### src/rtl/befehls_steuerwerk.sv
`default_nettype none
// ============================================================================
// Module      : befehls_steuerwerk
// Description : Multi-cycle control unit of the Hans core. Owns the program
//               counter, fetches over the shared request/ready memory port,
//               strobes the decoder, waits out the ALU, runs the load/store
//               memory phase, and issues register write-back and the next-PC
//               selection from the decoder's classification flags.
// Revision    : 1.0 - initial release
// ----------------------------------------------------------------------------
// Parameters
//   RESET_PC     PC value after reset (word address)
//   ALU_LATENZ   execute-phase cycles, 1..15
//   MEM_TIMEOUT  max wait cycles per memory access before error, 1..255
// Ports
//   Takt, Reset                      clock (rising edge), async active-high reset
//   Anhalten                         debug stop, honoured before the next fetch
//   SpeicherBereit                   memory ready for the current request
//   LoadBefehl .. Sprungbedingung    decoder classification flags
//   IDaten                           decoder immediate (jump offset)
//   Quellwert1                       source-1 register value (branch test, Jreg)
//   SpeicherAnfrage/Schreiben        memory request / write qualifier
//   AdressWahl                       0 = PC address, 1 = ALU result address
//   DekodierSignal                   one-cycle decode strobe
//   RegisterSchreiben, DatenWahl     register write enable / write-back source
//   Befehlszaehler                   current PC
//   Fehler                           sticky memory-timeout error
// ============================================================================
module befehls_steuerwerk #(
    parameter logic [31:0] RESET_PC    = 32'h0,
    parameter int unsigned ALU_LATENZ  = 1,
    parameter int unsigned MEM_TIMEOUT = 255
) (
    input  logic        Takt,
    input  logic        Reset,
    input  logic        Anhalten,
    input  logic        SpeicherBereit,
    input  logic        LoadBefehl,
    input  logic        StoreBefehl,
    input  logic        UnbedingterSprungBefehl,
    input  logic        BedingterSprungBefehl,
    input  logic        JALBefehl,
    input  logic        RelativerSprung,
    input  logic        AbsoluterSprung,
    input  logic        Sprungbedingung,
    input  logic [31:0] IDaten,
    input  logic [31:0] Quellwert1,
    output logic        SpeicherAnfrage,
    output logic        SpeicherSchreiben,
    output logic        AdressWahl,
    output logic        DekodierSignal,
    output logic        RegisterSchreiben,
    output logic [1:0]  DatenWahl,
    output logic [31:0] Befehlszaehler,
    output logic        Fehler
);

    typedef enum logic [2:0] {
        LEERLAUF       = 3'd0,
        HOLEN          = 3'd1,
        DEKODIEREN     = 3'd2,
        AUSFUEHREN     = 3'd3,
        SPEICHER       = 3'd4,
        RUECKSCHREIBEN = 3'd5,
        FEHLER         = 3'd6
    } state_t;

    // The latency counter is loaded with LATENZ-1 so that "counter == 0"
    // marks the last execute cycle.
    localparam logic [3:0] c_LAT_RELOAD = 4'(ALU_LATENZ - 1);
    localparam logic [8:0] c_TIMEOUT    = 9'(MEM_TIMEOUT);

    state_t      r_state;
    state_t      w_next_state;
    logic [3:0]  r_lat_cnt;
    logic [7:0]  r_to_cnt;
    logic [31:0] r_pc;

    logic        r_anfrage;
    logic        r_schreiben;
    logic        r_adress_wahl;
    logic        r_dekodier;
    logic        r_fehler;

    logic        w_mem_phase;
    logic        w_timeout;
    logic        w_rueck;
    logic        w_bed_erfuellt;
    logic        w_taken_rel;
    logic [31:0] w_pc_inc;
    logic [31:0] w_pc_rel;
    logic [31:0] w_next_pc;

    assign w_mem_phase = (r_state == HOLEN) || (r_state == SPEICHER);
    assign w_rueck     = (r_state == RUECKSCHREIBEN);

    // The wait in progress would be the MEM_TIMEOUT-th one. Ready is tested
    // before this in the next-state logic, so a late ready still wins.
    assign w_timeout = ({1'b0, r_to_cnt} + 9'd1) >= c_TIMEOUT;

    // ------------------------------------------------------------------
    // Next-PC selection
    // ------------------------------------------------------------------
    assign w_pc_inc       = r_pc + 32'd1;
    assign w_pc_rel       = r_pc + IDaten;
    assign w_bed_erfuellt = ((Quellwert1 == 32'd0) == Sprungbedingung);
    assign w_taken_rel    = (UnbedingterSprungBefehl && RelativerSprung) ||
                            (BedingterSprungBefehl && w_bed_erfuellt);

    always_comb begin
        w_next_pc = w_pc_inc;
        if (AbsoluterSprung) begin
            w_next_pc = Quellwert1;
        end else if (w_taken_rel) begin
            w_next_pc = w_pc_rel;
        end
    end

    // ------------------------------------------------------------------
    // Next-state logic
    // ------------------------------------------------------------------
    always_comb begin
        w_next_state = r_state;
        case (r_state)
            LEERLAUF: begin
                if (!Anhalten) begin
                    w_next_state = HOLEN;
                end
            end
            HOLEN: begin
                if (SpeicherBereit) begin
                    w_next_state = DEKODIEREN;
                end else if (w_timeout) begin
                    w_next_state = FEHLER;
                end
            end
            DEKODIEREN: begin
                w_next_state = AUSFUEHREN;
            end
            AUSFUEHREN: begin
                if (r_lat_cnt == 4'd0) begin
                    w_next_state = (LoadBefehl || StoreBefehl) ? SPEICHER : RUECKSCHREIBEN;
                end
            end
            SPEICHER: begin
                if (SpeicherBereit) begin
                    w_next_state = RUECKSCHREIBEN;
                end else if (w_timeout) begin
                    w_next_state = FEHLER;
                end
            end
            RUECKSCHREIBEN: begin
                w_next_state = Anhalten ? LEERLAUF : HOLEN;
            end
            FEHLER: begin
                w_next_state = FEHLER;
            end
            default: begin
                w_next_state = LEERLAUF;
            end
        endcase
    end

    // ------------------------------------------------------------------
    // State, counters, PC and registered (Moore) outputs. Outputs are
    // computed from the next state so they are valid for the whole of the
    // state they belong to.
    // ------------------------------------------------------------------
    always_ff @(posedge Takt or posedge Reset) begin
        if (Reset) begin
            r_state       <= LEERLAUF;
            r_lat_cnt     <= 4'd0;
            r_to_cnt      <= 8'd0;
            r_pc          <= RESET_PC;
            r_anfrage     <= 1'b0;
            r_schreiben   <= 1'b0;
            r_adress_wahl <= 1'b0;
            r_dekodier    <= 1'b0;
            r_fehler      <= 1'b0;
        end else begin
            r_state <= w_next_state;

            if (r_state == DEKODIEREN) begin
                r_lat_cnt <= c_LAT_RELOAD;
            end else if ((r_state == AUSFUEHREN) && (r_lat_cnt != 4'd0)) begin
                r_lat_cnt <= r_lat_cnt - 4'd1;
            end

            // Any state change clears the wait counter, which covers every
            // entry into HOLEN or SPEICHER.
            if (w_next_state != r_state) begin
                r_to_cnt <= 8'd0;
            end else if (w_mem_phase && !SpeicherBereit) begin
                r_to_cnt <= r_to_cnt + 8'd1;
            end

            if (w_rueck) begin
                r_pc <= w_next_pc;
            end

            r_anfrage     <= (w_next_state == HOLEN) || (w_next_state == SPEICHER);
            r_schreiben   <= (w_next_state == SPEICHER) && StoreBefehl;
            r_adress_wahl <= (w_next_state == SPEICHER);
            r_dekodier    <= (w_next_state == DEKODIEREN);
            r_fehler      <= (w_next_state == FEHLER);
        end
    end

    // ------------------------------------------------------------------
    // Write-back controls: the only outputs that follow the decoder flags
    // combinationally, and only while in RUECKSCHREIBEN.
    // ------------------------------------------------------------------
    assign RegisterSchreiben = w_rueck &&
                               !(StoreBefehl || BedingterSprungBefehl ||
                                 (UnbedingterSprungBefehl && !JALBefehl));

    always_comb begin
        DatenWahl = 2'd0;
        if (w_rueck) begin
            if (JALBefehl) begin
                DatenWahl = 2'd2;
            end else if (LoadBefehl) begin
                DatenWahl = 2'd1;
            end
        end
    end

    assign SpeicherAnfrage   = r_anfrage;
    assign SpeicherSchreiben = r_schreiben;
    assign AdressWahl        = r_adress_wahl;
    assign DekodierSignal    = r_dekodier;
    assign Befehlszaehler    = r_pc;
    assign Fehler            = r_fehler;

endmodule
`default_nettype wire

### config.mk
export PLATFORM = sky130hd
export DESIGN_NAME = befehls_steuerwerk
export DESIGN_NICKNAME = d
export VERILOG_FILES = /design/src/rtl/befehls_steuerwerk.sv
export SDC_FILE = /design/constraint.sdc
export NUM_CORES = 1
export LEC_CHECK = 0
export CAP_MARGIN = 5
export CORE_MARGIN = 8
export CORE_UTILIZATION = 53
export CTS_CLUSTER_SIZE = 24
export DETAILED_ROUTE_END_ITERATION = 8
export GPL_TIMING_DRIVEN = 0
export PLACE_DENSITY = 0.95
export RECOVER_POWER = 100
export SETUP_SLACK_MARGIN = 0.2
export SYNTH_ARGS = -nofsm -noshare
export SYNTH_HDL_FRONTEND = slang
export SYNTH_SLANG_ARGS = --single-unit
### constraint.sdc
create_clock -name Takt -period 9.1 [get_ports Takt]
set_clock_uncertainty 0.2 [all_clocks]
set_input_delay 1.365 -clock Takt [delete_from_list [all_inputs] [get_ports Takt]]
set_output_delay 1.365 -clock Takt [all_outputs]
set_load 0.05 [all_outputs]
* After elaboration in Yosys (flattened, before gate mapping)
Index checks and enable logic that the tools add are counted.
** Storage, ports and cells
- Word-level logic and storage cells :: 66
- Output and inout bits :: 40
- Bits in registers :: 52
- Input bits :: 76
** Operators by class
- Multiplexer cells :: 17
- $lt $le $gt $ge :: 1
- Add/sub/neg operators :: 5
- Equal/unequal tests :: 12
- Reduce and logical (&&, ||, !) cells :: 22
** Operators with widths (count)
- 32-bit 2-to-1 mux :: 2
- 32-bit by 1-bit adder with 32-bit output (second input constant) :: 1
- 32-bit adder :: 1
- 32-bit zero test :: 1
- 3-bit case mux with 7 select lines :: 1
- 8-bit 2-to-1 mux :: 2
- 3-bit equality test (second input constant) :: 5
- 3-bit 2-to-1 mux :: 5
- 8-bit by 1-bit adder with 9-bit output (second input constant) :: 1
- 3-bit by 2-bit equality test with 1-bit output (second input constant) :: 3
- 9-bit by 8-bit greater-or-equal comparator with 1-bit output (second input constant) :: 1
- 8-bit by 1-bit adder with 8-bit output (second input constant) :: 1
- 4-bit 2-to-1 mux :: 2
- 1-bit logical AND :: 7
- 3-bit by 1-bit equality test with 1-bit output (second input constant) :: 2
- 1-bit logical OR :: 6
- 4-bit zero test :: 1
- 2-bit 2-to-1 mux :: 2
- 2-bit nonzero test :: 2
- 4-bit nonzero test :: 1
- 4-bit by 1-bit subtractor with 4-bit output (second input constant) :: 1
- 1-bit zero test :: 3
- 3-bit zero test :: 1
- 1-bit 2-to-1 mux :: 3
- other kinds (2) :: 2

* Depth between registers and ports, before layout
Gate-level depths: netlist (run 1).
- Word-level depth :: 7
- Gate-level depth with buffers :: 17
- Mapped depth without buffers :: 16

* Worst setup path after synthesis (run 1)
Ideal clock, no wire load.
- Path kind :: input to output
- From :: input port UnbedingterSprungBefehl
- To :: output port RegisterSchreiben
- Path slack :: 3.694 ns
- Arrival :: 3.841 ns
- Stages :: 1
- Path through :: a2111oi_0
** On the way
- Word-level cells in the longest chain between the ends :: 4
** Ends and longest elaborated chain
- start: declaration :: line 40 : input logic UnbedingterSprungBefehl,
- 1-bit logical AND :: line 215 : (UnbedingterSprungBefehl && !JALBefehl));
- 1-bit logical OR :: line 214 : !(StoreBefehl || BedingterSprungBefehl ||
- 1-bit zero test :: line 214
- 1-bit logical AND :: line 213 : assign RegisterSchreiben = w_rueck &&
- end: declaration :: line 52 : output logic RegisterSchreiben,
No other way between the ends.

* Final worst setup path (run 1)
- From :: input port Quellwert1[18]
- To :: register r_pc[30], in the netlist Befehlszaehler[30]
** On the way
- Word-level cells in the longest chain between the ends :: 6
** Ends and longest elaborated chain
- start: declaration :: line 47 : input logic [31:0] Quellwert1,
- 32-bit zero test :: line 106 : assign w_bed_erfuellt = ((Quellwert1 == 32'd0) == Sprungbedingung);
- 1-bit equality test :: line 106
- 1-bit logical AND :: line 108 : (BedingterSprungBefehl && w_bed_erfuellt);
- 1-bit logical OR :: line 107 : assign w_taken_rel = (UnbedingterSprungBefehl && RelativerSprung) ||
- 32-bit 2-to-1 mux :: line 114 : end else if (w_taken_rel) begin
- 32-bit 2-to-1 mux :: line 112 : if (AbsoluterSprung) begin
- end signal: assignment :: line 198 : r_pc <= w_next_pc;
- end: declaration :: line 77 : logic [31:0] r_pc;
No other way between the ends.
A chain may end at the register's enable or synchronous reset.

==> flow_summary_export.csv, run 1 <==
group,metric,value,unit
outcome,status,"finished with violations",
outcome,violations,"max-capacitance violations, max-slew violations",
floorplanning,io_pins,116,
critical_path,required,9100,ps
synthesis,synth-main-ff-cell,"dfrtp_1",
sta,drv_slew,30,
floorplanning,num_rows,32,
grt,overflow,0,
synthesis,syn_nets,627,
synthesis,synth_edf_count,0,
pwr,power_leakage,2.47,nW
floorplanning,core,7770,µm²
sta,fin_hold_ws,315,ps
sta,clock.fmax,137,MHz
placement,port_buffers,115,
clock_network,cts_root_buf,"clkbuf_8",
sta,tightest_slew,1660,ps
critical_path,worst_ep_arrival_time,7280,ps
pwr,p_clk_frac,0.100,
pwr,internal_power,804,µW
pwr,power_density,304,nW/µm²
synthesis,ys_warn_count,0,
clock_network,cts_tree,"yes",
grt,grt_usage,0.241,
critical_path,worstSetupStartpointType,"input port",
clock_network,clkLatencyLatePin,320,ps
route,vias,4507,
sta,rsz0062_at_grt,"no",
pwr,totalPowerFinal,1.70,mW
synthesis,synth_cells,516,
clock_network,clock-sinks,52,
floorplanning,die-width,106,µm
critical_path,timing_worst_setup_path_type,"input port to flop",
route,drt-vias-per-instance,6.07,
critical_path,crit_fanout,10,
route,drt_iter0_markers,263,
critical_path,critPathMaxStageDelay,570,ps
final_layout,drive_above_1_share,0.0234,
final_layout,utilization,0.721,
clock_network,cts_setup_buffers,0,
synthesis,synth-async-reset-ratio,1.00,
synthesis,synth_seq_cells,52,
synthesis,syn-cell-area,4270,µm²
sta,fin_crit,7280,ps
synthesis,seq_area_frac_synth,0.305,
clock_network,clock_path_buffers,2,
synthesis,synth_top_cell_area_share,0.305,
sta,fin_crit_sh,0.800,
clock_network,cts_hold_buf,0,
clock_network,ctsResizeCount,0,
pwr,power.switching,901,µW
synthesis,yosys.cell_count.top_type,"nand2_1",
sta,relSlewSlack,-0.106,
critical_path,endpoint_kind,"flop",
floorplanning,die_h,106,µm
critical_path,worst_r2r_endpoint,"Befehlszaehler[24]",
pwr,sequentialPowerShare,0.230,
route,drt_first_pass_iters,5,
grt,grt_pass1_wl,22400,µm
critical_path,crit_chain,"dlygate4sd3_1 -> nor4_1 -> nand4_1 -> or3_1 -> a32oi_1 -> clkbuf_1 -> or2_2 -> ha_1 -> fa_1 -> a21oi_1 -> o221ai_1 -> o221ai_1 -> o31ai_1 -> a21boi_0 -> o31ai_1 -> a21oi_1 -> and4_1 -> or3_1",
clock_network,h-tree-depth,2,
sta,setup_slack,1820,ps
final_layout,nNetsFinal,750,
route,post_drt_wl_per_cell,18.5,µm
critical_path,r2r_slack,4990,ps
sta,finalSetupViolCount,0,
synthesis,syn_area_per_cell,8.27,µm²
critical_path,crit_path_start,"Quellwert1[18]",
min_path,hold_class,"flop to flop",
grt,grt_pass1_vias,4648,
pwr,combinationalPowerShare,0.670,
grt,grt_start_max_net_pins,30,
floorplanning,start_util,0.550,
synthesis,synth_top_area_cell,"dfrtp_1",
placement,dp_slack,2250,ps
placement,hpwlAfterDp,10800,µm
synthesis,netlist_top_cells_count,"nand2_1 (58), dfrtp_1 (52), a21oi_1 (43)",
final_layout,diodes,0,
critical_path,r2r_start,"Befehlszaehler[0]",
critical_path,cp_slowest_cell,"dlygate4sd3_1",
clock_network,clk_pin_slew_worst_paths,110,ps
final_layout,synthToLayoutAreaGrowth,31.3,%
placement,gp_congestion,0.937,
route,wirelength,13700,µm
clock_network,cts_buffers,5,
sta,fin_tns_setup,0,ps
sta,hold_viol,0,
pwr,ir_worst_vdd,0.169,mV
route,drc_errors,0,
floorplanning,die_area,11200,µm²
synthesis,synth_cell_types,65,
pwr,p_sw_frac,0.529,
min_path,holdPathStages,2,
synthesis,synth.area.top_cells,"dfrtp_1 (30%), ha_1 (10%), nor2b_1 (5.3%), nand2_1 (5.1%), a21oi_1 (5.0%)",
critical_path,rr_worst_depth,11,
grt,antenna_found_initial,0,
route,ant_nets,0,
critical_path,crit_path_end,"Befehlszaehler[30]",
job,cap_violations,1,
==> sequential cells by signal, indices dropped and copies added (netlist names), 3 cells and up <==
register and cells:
r_lat_cnt 4, Befehlszaehler 32, r_state 3, r_to_cnt 8
==> power groups by stage <==
stage / clock network [mW] / logic, mW / registers (mW)
2_1_floorplan: 0 / 0.566 / 0.649
3_3_place_gp: 0 / 1.13 / 0.394
3_5_place_dp: 0 / 1.17 / 0.399
4_1_cts: 0.168 / 1.18 / 0.394
5_1_grt: 0.177 / 1.23 / 0.402
6_report: 0.170 / 1.14 / 0.392
==> worst max-delay path: cells and delay by family <==
| kind | cells | cell delay, ps |
|---|---|---|
| fa+ha+maj | 2 | 410 |
| simple gates | 6 | 1850 |
| compound gates | 8 | 2580 |
| buf+inv | 2 | 1050 |
==> layer usage <==
metal,vias to the layer above,GRT usage,part of all wire
met5,-,0,0
met4,0,0.134,0.045
met3,55,0.0536,0.086
met1,2103,0.272,0.39
li1,2097,-,-
met2,252,0.412,0.48
==> cell usage in the layout (no fill, tap or decap), types with 24 or more instances in the layout <==
master / count
a21oi_1: 45
clkdlybuf4s50_1: 72
dfrtp_1: 52
dlygate4sd3_1: 43
ha_1: 34
nand2_1: 58
nand3_1: 24
nor2_1: 40
nor2b_1: 36
o21ai_0: 41
==> logic make-up (layout without fill, tap and decap cells) <==
| kind of cell | after synthesis | in the layout | share of synthesized area |
|---|---|---|---|
| XOR/XNOR | 33 | 33 | 0.0677 |
| adder cells (fa/ha/maj) | 35 | 35 | 0.104 |
| multiplexers | 3 | 3 | 0.00733 |
| AND/OR/NAND/NOR | 211 | 211 | 0.251 |
| flip-flops | 52 | 52 | 0.305 |
| AO/OA/AOI/OAI | 150 | 150 | 0.236 |
| buffers and inverters | 32 | 156 | 0.0281 |
==> final cells by class <==
type                    count  area (µm²)
well taps                 102         128
repair buffers            116        1150
flip-flops and latches     52        1300
clock buffers               5        68.8
inverters                  14        52.6
fillers                   590        2160
clock inverters             3        42.5
multi-input cells         432        2790
plain buffers              18        67.6
==> worst min path at each step <==
stage	startpoint	to	slack (ps)
5_1_grt	Befehlszaehler[27]	Befehlszaehler[27]	350
3_3_place_gp	Befehlszaehler[8]	Befehlszaehler[8]	290
6_report	Befehlszaehler[8]	Befehlszaehler[8]	310
4_1_cts	r_lat_cnt[3]	r_lat_cnt[3]	320
2_1_floorplan	r_lat_cnt[3]	r_lat_cnt[3]	270
3_5_place_dp	Befehlszaehler[8]	Befehlszaehler[8]	300
==> per-stage QoR <==
stage,instance area [µm²],std cells
floorplan,4270,516
global placement,5550,733
detailed placement,5570,734
CTS,5680,742
global route,5600,742
finish,5600,742
(Power assumes the default switching activity.)
==> inputs of run 2 (changes only) <==
CORE_UTILIZATION = 45   (was 53)
PLACE_DENSITY = 0.87   (was 0.95)
clock period = 6.2 ns   (was 9.1 ns; I/O delays follow)
==> run 2 against run 1 <==
  * The flow still finishes with violations (max-capacitance violations, max-slew violations)
  * Cell count increased by 3.6%
  * Combinational power grew 50%
  * First-iteration DRC count is 18% higher
  * Power increased by 48%
  * Setup slack got worse by 1600 ps
  * Die area up 15%
  * Sequential share of layout area is 0.50 points lower
  * Non-clock buffer count did not move
  * Critical path type unchanged
  * Largest power group unchanged
==> flow_summary_export.csv, run 2 (same netlist as run 1, synthesis figures left out) <==
group,metric,value,unit
clock_network,cts_root_buf,"clkbuf_8",
route,drt-vias-per-instance,5.83,
grt,grt_use_met1,0.262,
pwr,ir_worst_vdd,0.242,mV
pwr,totalPowerFinal,2.53,mW
grt,grt_start_max_net_pins,36,
critical_path,crit_fanout,10,
grt,grt_pass1_vias,4701,
route,post_drt_wl_per_cell,18.6,µm
floorplanning,start_util,0.462,
sta,clock.fmax,169,MHz
outcome,status,"finished with violations",
placement,port_buffers,115,
clock_network,cts_tree,"yes",
critical_path,worstSetupStartpointType,"input port",
sta,fin_tns_setup,0,ps
route,drt_iter0_markers,310,
route,vias,4486,
sta,relSlewSlack,-0.302,
placement,dpl-instance-area,5600,µm²
grt,grt_usage,0.222,
final_layout,diodes,0,
job,cap_violations,1,
placement,placed_cells,761,
sta,rsz0062_at_grt,"no",
floorplanning,io_pins,116,
clock_network,clock-sinks,52,
pwr,power_leakage,2.50,nW
final_layout,layout_commonest_cell,"clkdlybuf4s50_1",
route,drc_errors,0,
final_layout,synthToLayoutAreaGrowth,34.2,%
sta,finalSetupViolCount,0,
pwr,power_density,442,nW/µm²
floorplanning,die-width,113,µm
route,drt_first_pass_iters,5,
floorplanning,die_h,113,µm
floorplanning,num_rows,35,
critical_path,rr_worst_depth,10,
floorplanning,die_area,12900,µm²
sta,fin_crit,5930,ps
clock_network,clk_pin_slew_worst_paths,90,ps
final_layout,layout_common_cells,"clkdlybuf4s50_1 (73), nand2_1 (58), dfrtp_1 (52), a21oi_1 (44), dlygate4sd3_1 (42)",
final_layout,drive_above_1_share,0.0391,
final_layout,design_area,5730,µm²
floorplanning,core,9240,µm²
min_path,holdPathStages,2,
final_layout,largest_register_ffs,32,
clock_network,cts_buffers,5,
sta,fin_crit_sh,0.957,
grt,use_met2,0.378,
final_layout,final_cells,769,
clock_network,clock_path_buffers,2,
route,ant_nets,0,
grt,overflow,0,
min_path,hold_class,"flop to flop",
grt,antenna_found_initial,0,
critical_path,required,6200,ps
outcome,violations,"max-capacitance violations, max-slew violations",
grt,grt_pass1_wl,23200,µm
sta,tightest_slew,1950,ps
route,wirelength,14300,µm
critical_path,worst_ep_arrival_time,5930,ps
grt,busiest_layer,"met2",
grt,use_met3,0.0555,
critical_path,timing_worst_setup_path_type,"input port to flop",
sta,hold_viol,0,
final_layout,nNetsFinal,750,
clock_network,clkLatencyLatePin,310,ps
placement,gp_congestion,0.929,
clock_network,h-tree-depth,2,
critical_path,endpoint_kind,"flop",
sta,drv_slew,36,
placement,hpwlAfterDp,11300,µm
run 2: worst paths after layout:
| kind | startpoint | to | slack (ps) |
|---|---|---|---|
| setup / recovery | Quellwert1[0] | Befehlszaehler[31] | 270 |
| hold / removal | Befehlszaehler[16] | Befehlszaehler[16] | 320 |
| setup reg to reg | Befehlszaehler[4] | Befehlszaehler[31] | 2830 |
| hold reg to reg | Befehlszaehler[16] | Befehlszaehler[16] | 320 |
| max in group asynchronous | Reset | Befehlszaehler[18] | 2550 |
| min in group asynchronous | Reset | Befehlszaehler[28] | 980 |
run 2: routing by layer:
layer	vias up	routed length (µm)
met4	0	433
met1	2091	5660
met3	43	1380
met2	248	6860
li1	2104	-
met5	-	0
run 2: cell type report:
type / count / area, µm²
buffer: 18 / 70.1
clock inverter: 2 / 35.0
tap: 129 / 161
timing repair buffer: 116 / 1150
inverter: 14 / 52.6
clock buffer: 6 / 72.6
sequential: 52 / 1300
multi-input combinational: 432 / 2880
fill: 768 / 3510
run 2: metrics by stage:
stage / utilization / setup WS [ps] / hold slack (ps)
floorplan: - / 1380 / 272
global placement: 0.604 / -295 / 296
detailed placement: 0.606 / -447 / 306
CTS: 0.620 / 205 / 331
global route: 0.620 / 114 / 352
finish: 0.620 / 270 / 317
run 2: critical path, cell delays in order:
cell and delay, ps:
clkdlybuf4s50_1 440, nor4_1 410, nand4_1 310, or3_1 430
a32oi_4 390, clkbuf_1 370, nor2b_1 100, ha_1 420
and3_1 270, and2_0 250, and3_1 180, o211ai_1 130
a31oi_1 570, o41ai_2 160, xnor2_1 240, a31oi_1 130
o22a_1 190
run 2: repair_timing:
| action | 4_1_cts | 5_1_grt |
|---|---|---|
| pin swaps | 0 | 1 |
| buffers inserted | 0 | 0 |
| gates resized for setup | 2 | 8 |
| hold buffers | 0 | 0 |
| endpoints found under the setup margin | 7 | 5 |
run 2: report_power, final:
group / total, mW / leakage [nW] / internal [mW] / switching [mW]
combinational: 1.71 / 1.78 / 0.601 / 1.11
clock: 0.238 / 0.0552 / 0.120 / 0.118
sequential: 0.582 / 0.661 / 0.468 / 0.114
total: 2.53 / 2.50 / 1.19 / 1.34
==> inputs of run 3 (changes only) <==
CTS_CLUSTER_SIZE = 12   (was 24)
REMOVE_ABC_BUFFERS = 1   (was default)
==> run 3 against run 2 <==
  * Setup slack better by 88 ps
  * Register-to-register slack worse by 20 ps
  * Cell area is 0.57% lower
  * The run still ends with max-capacitance violations, max-slew violations left
  * Power is 3.1% lower
  * Sequential power is 2% higher
  * Hold slack better by 1.5 ps
==> flow_summary_export.csv, run 3 (same netlist as run 1, synthesis figures left out) <==
group,metric,value,unit
outcome,status,"finished with violations",
sta,relSlewSlack,-0.421,
placement,hpwlAfterDp,10100,µm
critical_path,cpMostUsedCell,"and3_1",
grt,grt_usage,0.196,
sta,rsz0062_at_grt,"no",
sta,fin_tns_setup,0,ps
sta,tightest_slew,2130,ps
min_path,hold_class,"flop to flop",
floorplanning,num_rows,35,
final_layout,diodes,0,
sta,finalSetupViolCount,0,
final_layout,synthToLayoutAreaGrowth,33.4,%
job,cap_violations,1,
route,post_drt_wl_per_cell,17.0,µm
placement,port_buffers,115,
grt,grt_start_max_net_pins,51,
clock_network,clock_path_buffers,2,
clock_network,cts_setup_buffers,0,
critical_path,crit_chain,"clkdlybuf4s50_1 -> nor4_1 -> nand4_1 -> or3_1 -> a32oi_4 -> buf_6 -> nor2b_1 -> ha_1 -> and3_1 -> and2_0 -> and3_1 -> o211ai_1 -> a31oi_1 -> o41ai_2 -> xnor2_1 -> o21a_1 -> o22a_1",
pwr,ir_worst_vdd,0.270,mV
critical_path,cp_slowest_cell,"a32oi_4",
final_layout,nNetsFinal,736,
route,drt_first_pass_iters,5,
critical_path,worstSetupStartpointType,"input port",
placement,dp_slack,17.6,ps
floorplanning,die_area,12900,µm²
sta,clock.fmax,171,MHz
pwr,power_leakage,2.49,nW
floorplanning,core,9240,µm²
final_layout,layout_commonest_cell,"clkdlybuf4s50_1",
sta,hold_viol,0,
clock_network,clkLatencyLatePin,310,ps
critical_path,cp.buffers_inverters,2,
critical_path,worst_ep_arrival_time,5850,ps
route,ant_nets,0,
clock_network,clk_pin_slew_worst_paths,100,ps
floorplanning,start_util,0.462,
route,drt-vias-per-instance,5.68,
sta,drv_slew,38,
final_layout,n_fill_cell,784,
sta,fin_crit,5840,ps
clock_network,cts_buffers,5,
clock_network,cts_tree,"yes",
clock_network,clock-sinks,52,
grt,grt_pass1_wl,20600,µm
clock_network,h-tree-depth,2,
clock_network,cts_hold_buf,0,
final_layout,drive_above_1_share,0.0448,
final_layout,largest_register_ffs,32,
final_layout,layout_common_cells,"clkdlybuf4s50_1 (72), nand2_1 (58), dfrtp_1 (52), a21oi_1 (44), dlygate4sd3_1 (42)",
floorplanning,io_pins,116,
critical_path,critPathTopFamily,"simple AND/OR/NAND/NOR gates",
grt,antenna_found_initial,0,
route,vias,4282,
floorplanning,die-width,113,µm
route,drc_errors,0,
critical_path,endpoint_kind,"flop",
critical_path,critPathMaxStageDelay,510,ps
outcome,violations,"max-capacitance violations, max-slew violations",
grt,grt_pass1_vias,4319,
clock_network,ctsResizeCount,0,
route,wirelength,12800,µm
pwr,totalPowerFinal,2.45,mW
grt,overflow,0,
critical_path,timing_worst_setup_path_type,"input port to flop",
sta,fin_crit_sh,0.942,
floorplanning,die_h,113,µm
pwr,power_density,430,nW/µm²
clock_network,cts_root_buf,"clkbuf_8",
critical_path,required,6210,ps
route,drt_iter0_markers,171,
sta,setup_slack,358,ps
critical_path,crit_fanout,20,
placement,gp_congestion,0.846,
-- run 3: worst paths after layout --
| kind | startpoint | endpoint | slack (ps) | depth (start not counted) |
|---|---|---|---|---|
| worst min-delay path | Befehlszaehler[6] | Befehlszaehler[6] | 320 | 2 |
| min in group asynchronous | Reset | r_state[2] | 950 | 2 |
| worst max-delay path | Quellwert1[17] | Befehlszaehler[31] | 360 | 17 |
| max in group asynchronous | Reset | Befehlszaehler[7] | 2430 | 3 |
| worst min register to register | Befehlszaehler[6] | Befehlszaehler[6] | 320 | 2 |
| worst max register to register | Befehlszaehler[0] | Befehlszaehler[24] | 2810 | 11 |
-- run 3: area by class of cell --
type                    instances  area (µm²)  share of cell area
well taps                     129         161              0.0283
clock buffers                   5        68.8              0.0121
inverters                      14        52.6             0.00923
multi-input cells             432        2870               0.504
repair buffers                120        1230               0.216
flip-flops and latches         52        1300               0.228
clock inverters                 2        12.5             0.00220
-- run 3: layer usage --
layer | GRT usage | routed length [µm]
met5 | 0 | 0
met4 | 0.0391 | 117
met3 | 0.0428 | 743
met2 | 0.361 | 6570
met1 | 0.227 | 5360
-- run 3: metrics by stage --
stage	cells	util	hold WS [ps]	area, µm²
final	754	0.616	318	5700
after global routing	754	0.616	346	5700
after CTS	754	0.617	321	5700
after detailed placement	747	0.608	302	5620
after global placement	742	0.597	291	5510
after floorplan	498	-	272	4200
-- run 3: report_power, final --
part | switching, mW | total, mW | internal, mW | leakage, nW
combinational | 1.05 | 1.66 | 0.614 | 1.79
sequential | 0.126 | 0.594 | 0.468 | 0.661
clock | 0.120 | 0.197 | 0.0770 | 0.0400
-- run 3: worst reg2reg max path, stage by stage (launching register included) --
cell and delay (ps):
dfrtp_1 410, ha_1 230, fa_1 420, a21oi_2 250, o221ai_4 180, o221ai_2 340
o31ai_4 130, a21boi_2 220, nor2_1 120, or4b_1 490, a31oi_1 180, o22a_1 160
